$ cat config.mk
export PLATFORM = sky130hd
export DESIGN_NAME = dds_reg_writer
export DESIGN_NICKNAME = d
export VERILOG_FILES = /design/src/rtl/dds_reg_writer.sv
export SDC_FILE = /design/constraint.sdc
export NUM_CORES = 1
export LEC_CHECK = 0
export ABC_AREA = 1
export CAP_MARGIN = 20
export CORE_MARGIN = 2
export CORE_UTILIZATION = 50
export CTS_CLUSTER_DIAMETER = 120
export CTS_CLUSTER_SIZE = 40
export DETAILED_ROUTE_END_ITERATION = 8
export PLACE_DENSITY = 0.77
export SYNTH_ARGS = -nofsm -noshare
export SYNTH_HDL_FRONTEND = slang
export SYNTH_SLANG_ARGS = --single-unit
$ cat constraint.sdc
create_clock -name clk -period 3.03 [get_ports clk]
set_input_delay 0.909 -clock clk [delete_from_list [all_inputs] [get_ports clk]]
set_output_delay 0.909 -clock clk [all_outputs]
set_load 0.005 [all_outputs]
$ cat src/rtl/dds_reg_writer.sv
// dds_reg_writer: frames one DDS register access as an instruction byte plus 1..4 data bytes on a byte-wide SPI engine.
// Latency: 1+CS_SETUP+sum(1+wait_i)+CS_HOLD cycles from accept to IDLE, plus IOUPD_CYCLES for writes.
// Backpressure: cmd_ready only in IDLE (no queuing); each byte waits on spi_done, bounded by a TIMEOUT watchdog.
module dds_reg_writer #(
  parameter int CS_SETUP     = 2,
  parameter int CS_HOLD      = 2,
  parameter int IOUPD_CYCLES = 4,
  parameter int TIMEOUT      = 4096
) (
  input  logic        clk,
  input  logic        rst,
  input  logic        cmd_valid,
  output logic        cmd_ready,
  input  logic        cmd_rd,
  input  logic [4:0]  cmd_addr,
  input  logic [2:0]  cmd_len,
  input  logic [31:0] cmd_data,
  output logic [7:0]  spi_din,
  output logic        spi_start,
  input  logic        spi_done,
  input  logic [7:0]  spi_dout,
  output logic        CS_N,
  output logic        IO_UPDATE,
  output logic [31:0] rd_data,
  output logic        rd_valid,
  output logic        err,
  output logic        busy
);

  typedef enum logic [2:0] {
    S_IDLE, S_SETUP, S_START, S_WAIT, S_HOLD, S_IOUPD
  } state_t;

  state_t      r_state;
  state_t      w_next;

  logic        r_rd;
  logic [4:0]  r_addr;
  logic [31:0] r_data;
  logic [2:0]  r_len;
  logic [2:0]  r_idx;       // index of the byte in flight: 0 = instruction, 1..len = data
  logic [15:0] r_cnt;       // cycles spent in the current state
  logic [12:0] r_wdog;      // cycles spent in WAIT for the current byte
  logic [7:0]  r_din;
  logic [31:0] r_rd_data;

  logic        w_accept;
  logic        w_setup_done;
  logic        w_hold_done;
  logic        w_ioupd_done;
  logic        w_byte_done;
  logic        w_timeout;
  logic        w_more;
  logic [2:0]  w_len;
  logic [2:0]  w_next_idx;
  logic [2:0]  w_sel;
  logic [7:0]  w_data_byte;

  assign w_accept     = (r_state == S_IDLE) && cmd_valid;
  assign w_setup_done = (r_cnt == 16'(CS_SETUP - 1));
  assign w_hold_done  = (r_cnt == 16'(CS_HOLD - 1));
  assign w_ioupd_done = (r_cnt == 16'(IOUPD_CYCLES - 1));
  // The first WAIT cycle (watchdog still 0) ignores spi_done so a lagging engine cannot complete a byte early.
  assign w_byte_done  = (r_state == S_WAIT) && (r_wdog != 13'd0) && spi_done;
  assign w_timeout    = (r_state == S_WAIT) && !w_byte_done && (r_wdog == 13'(TIMEOUT - 1));
  assign w_more       = (r_idx < r_len);
  assign w_len        = (cmd_len == 3'd0) ? 3'd1 : (cmd_len > 3'd4) ? 3'd4 : cmd_len;
  assign w_next_idx   = r_idx + 3'd1;
  assign w_sel        = r_len - w_next_idx;

  // Data bytes go out MSB first from the right-aligned word: byte k is word byte (len-k).
  always_comb begin
    case (w_sel)
      3'd0:    w_data_byte = r_data[7:0];
      3'd1:    w_data_byte = r_data[15:8];
      3'd2:    w_data_byte = r_data[23:16];
      default: w_data_byte = r_data[31:24];
    endcase
  end

  // State register.
  always_ff @(posedge clk) begin
    if (rst) r_state <= S_IDLE;
    else     r_state <= w_next;
  end

  // Next-state logic; a watchdog expiry drops straight back to IDLE, skipping HOLD and IOUPD.
  always_comb begin
    w_next = r_state;
    case (r_state)
      S_IDLE:  if (cmd_valid) w_next = S_SETUP;
      S_SETUP: if (w_setup_done) w_next = S_START;
      S_START: w_next = S_WAIT;
      S_WAIT: begin
        if (w_byte_done)    w_next = w_more ? S_START : S_HOLD;
        else if (w_timeout) w_next = S_IDLE;
      end
      S_HOLD:  if (w_hold_done) w_next = r_rd ? S_IDLE : S_IOUPD;
      S_IOUPD: if (w_ioupd_done) w_next = S_IDLE;
      default: w_next = S_IDLE;
    endcase
  end

  // Command latch, per-state counter, byte sequencing, watchdog and read shift register.
  always_ff @(posedge clk) begin
    if (rst) begin
      r_rd      <= 1'b0;
      r_addr    <= 5'd0;
      r_data    <= 32'd0;
      r_len     <= 3'd1;
      r_idx     <= 3'd0;
      r_cnt     <= 16'd0;
      r_wdog    <= 13'd0;
      r_din     <= 8'd0;
      r_rd_data <= 32'd0;
    end else begin
      r_cnt <= (w_next != r_state) ? 16'd0 : r_cnt + 16'd1;
      if (w_accept) begin
        r_rd      <= cmd_rd;
        r_addr    <= cmd_addr;
        r_data    <= cmd_data;
        r_len     <= w_len;
        r_idx     <= 3'd0;
        r_rd_data <= 32'd0;
      end
      // spi_din is loaded on the edge into START so it is stable for the whole byte.
      if (r_state == S_SETUP && w_setup_done)
        r_din <= {r_rd, 2'b00, r_addr};
      // Watchdog restarts in START, so every byte gets a full TIMEOUT budget.
      if (r_state == S_START)
        r_wdog <= 13'd0;
      else if (r_state == S_WAIT)
        r_wdog <= r_wdog + 13'd1;
      if (w_byte_done) begin
        if (r_rd && r_idx != 3'd0)
          r_rd_data <= {r_rd_data[23:0], spi_dout};
        if (w_more) begin
          r_idx <= w_next_idx;
          r_din <= w_data_byte;
        end
      end
    end
  end

  // Outputs decoded from state; rd_valid and err are single-cycle strobes on the exit transitions.
  always_comb begin
    cmd_ready = (r_state == S_IDLE);
    busy      = (r_state != S_IDLE);
    CS_N      = !(r_state == S_SETUP || r_state == S_START ||
                  r_state == S_WAIT  || r_state == S_HOLD);
    spi_start = (r_state == S_START);
    IO_UPDATE = (r_state == S_IOUPD);
    rd_valid  = (r_state == S_HOLD) && w_hold_done && r_rd;
    err       = w_timeout;
    spi_din   = r_din;
    rd_data   = r_rd_data;
  end

endmodule

==> impl_metrics.tcl <==
set metrics [dict create \
    status "completed" \
    synth_nets 790 \
    p_sw_share_pct 27.9 \
    start_util_pct 51.6 \
    min_period_ns 2.92 \
    core_um2 10300 \
    area_growth_pct 32.8 \
    fin_nets 885 \
    pin_count 100 \
    synth_edf_count 0 \
    required_ns 2.12 \
    drc_errors 0 \
    fin_util_pct 68.5 \
    synth-simple-area-share_pct 27.2 \
    powerDensity_nw_per_um2 595 \
    final_layout_size_suffix_gt1_share_pct 11.4 \
    cts_sinks 116 \
    p_leak_uw 0.00275 \
    setup-violations-final 0 \
    die_y_um 107 \
    dp_hpwl_mm 8.82 \
    synth_top_family_by_area "simple AND/OR/NAND/NOR gates" \
    antenna_found_initial 0 \
    ir_drop_mv 0.363 \
    grt-ovfl-total 0 \
    clkPwrFrac_pct 44.9 \
    grtUsageTotal_pct 23.9 \
    crit_arrival_ns 2.01 \
    p_comb_share_pct 15.2 \
    async_flop_share_pct 0 \
    grt_max_degree 83 \
    min_path_type "reg2reg" \
    finalCritPeriodShare_pct 96.3 \
    die_x_um 107 \
    cts_tree "yes" \
    ant_nets 0 \
    hold_viol_final 0 \
    p_sw_uw 1170 \
    avgSynthCellArea_um2 7.34 \
    crit_type "reg2out" \
    grt_pass1_wl_mm 21.8 \
    ys_warn_count 0 \
    relSlewSlack_pct 63.9 \
    yosys_register_bits 116 \
    synth_compound_area_share_pct 16.0 \
    seq_area_frac_synth_pct 43.6 \
    viasPerCell 5.15 \
    worst_slew_pin_slew_ns 0.540 \
    synth_ff_type "dfxtp_1" \
    wl_per_cell_um 13.7 \
    start_kind "register" \
    synthMuxAreaShare_pct 0 \
    synthAdderAreaFrac_pct 2.72 \
    timing.max_cap.violations 0 \
    clkTransAtPathRegs_ns 0.05 \
    diodes 0 \
    num_vias 4994 \
    clk_latency_ns 0.52 \
    drt_iter0_markers 321 \
    hold_buffers 0 \
    slew_viol_final 0 \
    end_kind "output port" \
    netlist_instances 726 \
    clock_path_buffers 2 \
    synth.distinct_cells 36 \
    portBuffers 99 \
    drtPass1Iterations 6 \
    routed_wl_mm 13.3 \
    rows 37 \
    place_congestion 0.847 \
    h-tree-depth 4 \
    die_area_um2 11500 \
    fin_skew_ns 0.0109 \
    setup_tns_ns 0 \
    grt_pass1_vias 4714 \
    cp_max_fo 8 \
    synth_xor_area_share_pct 2.80 \
    pwr-share-seq_pct 39.9 \
    numCtsBuffers 17 \
    cts-root-buf "clkbuf_8" \
    p_int_uw 3030 \
    fmax_ghz 0.343 \
    grt_setup_unrepaired "false" \
    syn_area_um2 5330 \
]
## placed cells by master (no fill, tap or decap), drive strengths merged
| cell | count |
|---|---|
| nand2 | 133 |
| nor2 | 128 |
| dfxtp | 116 |
| clkdlybuf4s50 | 98 |
| o21ai | 81 |
| inv | 77 |
| a21oi | 67 |
| nand3 | 31 |
| clkbuf | 19 |
| xor2 | 11 |
| ha | 10 |
| nand4 | 8 |
| o211ai | 7 |
| nor3 | 7 |
| xnor2 | 6 |
| clkinv | 6 |
| buf | 6 |
| clkinvlp | 4 |
| nor4 | 4 |
| or2 | 4 |
| a211oi | 2 |
| bufinv | 2 |
| nand3b | 1 |
| o2111ai | 1 |
| a21boi | 1 |
| a22oi | 1 |
| o21a | 1 |
| fa | 1 |
| dlymetal6s2s | 1 |
## worst max-delay path: stages (launching register included)
cell and delay [ns]:
dfxtp_2 0.39, inv_2 0.09, nand3_4 0.12, inv_2 0.08
nor4_1 0.28, clkdlybuf4s50_1 0.55
## final timing paths
path | from | to | slack (ns) | cells after the start
worst max-delay path | r_state[2] | CS_N | 0.11 | 5
worst min-delay path | r_cnt[0] | r_cnt[0] | 0.43 | 1
worst max register to register | r_idx[0] | spi_din[5] | 0.49 | 11
worst min register to register | r_cnt[0] | r_cnt[0] | 0.43 | 1
## Yosys cell counts, types with 8 or more instances
library cell / count / area (um2)
o21ai_0: 78 / 390
inv_1: 70 / 263
nand3_1: 27 / 135
clkbuf_1: 28 / 105
a21oi_1: 66 / 330
nor2_4: 14 / 158
xor2_1: 11 / 96.3
nand2_1: 131 / 492
nor2_1: 110 / 413
nand4_1: 8 / 50.1
dfxtp_1: 116 / 2320
ha_1: 10 / 125
## what timing repair did
| item | CTS | global route |
|---|---|---|
| setup endpoints to repair | 2 | 3 |
| resized for setup | 13 | 12 |
| buffers inserted | 0 | 0 |
| hold endpoints to repair | 0 | 0 |
| pin swaps | 2 | 2 |
## final cells by class
cell class              instances  area, um2
repair buffers                105       1080
inverters                      76        285
multi-input cells             505       2650
flip-flops and latches        116       2340
well taps                     136        170
clock buffers                  19        422
fillers                       849       3250
clock inverters                13        133
## power groups by stage
stage                     Clock [uW]  Sequential, uW  Combinational, uW
final                           1890            1680                640
after global routing            1990            1690                718
after CTS                       1910            1670                637
after detailed placement           0            1700                631
after global placement             0            1700                612
after floorplan                    0            1690                431
## per-layer routing
layer	GRT usage (%)	routed length, um	vias up
met5	0	0	-
met4	10.0	257	0
met3	6.02	699	22
met2	40.2	6600	138
met1	28.9	5770	2283
li1	-	-	2551
## flip-flops by register name, indices dropped and copies added (netlist names)
| register | cells |
|---|---|
| r_addr | 5 |
| r_cnt | 16 |
| r_data | 32 |
| r_idx | 3 |
| r_len | 3 |
| r_rd | 1 |
| r_state | 3 |
| r_wdog | 13 |
| rd_data | 32 |
| spi_din | 8 |
## cells by family after synthesis
group,after synthesis
xor gates and xnor gates,17
AOI/OAI and AO/OA,161
buffers and inverters,105
adders and majority gates,11
DFF,116
and+or+nand+nor,316
## stage by stage
step / worst slack (ns) / cells / power [uW] / hold WS (ns) / instance area [um2]
2_1_floorplan: 0.898 / 726 / 2120 / 0.424 / 5330
3_3_place_gp: 0.121 / 938 / 2310 / 0.434 / 6460
3_5_place_dp: 0.124 / 938 / 2330 / 0.445 / 6460
4_1_cts: 0.00331 / 970 / 4220 / 0.453 / 7050
5_1_grt: 0.00725 / 970 / 4390 / 0.459 / 7070
6_report: 0.111 / 970 / 4210 / 0.432 / 7070
Note: power is estimated with default switching activity, not from simulation.
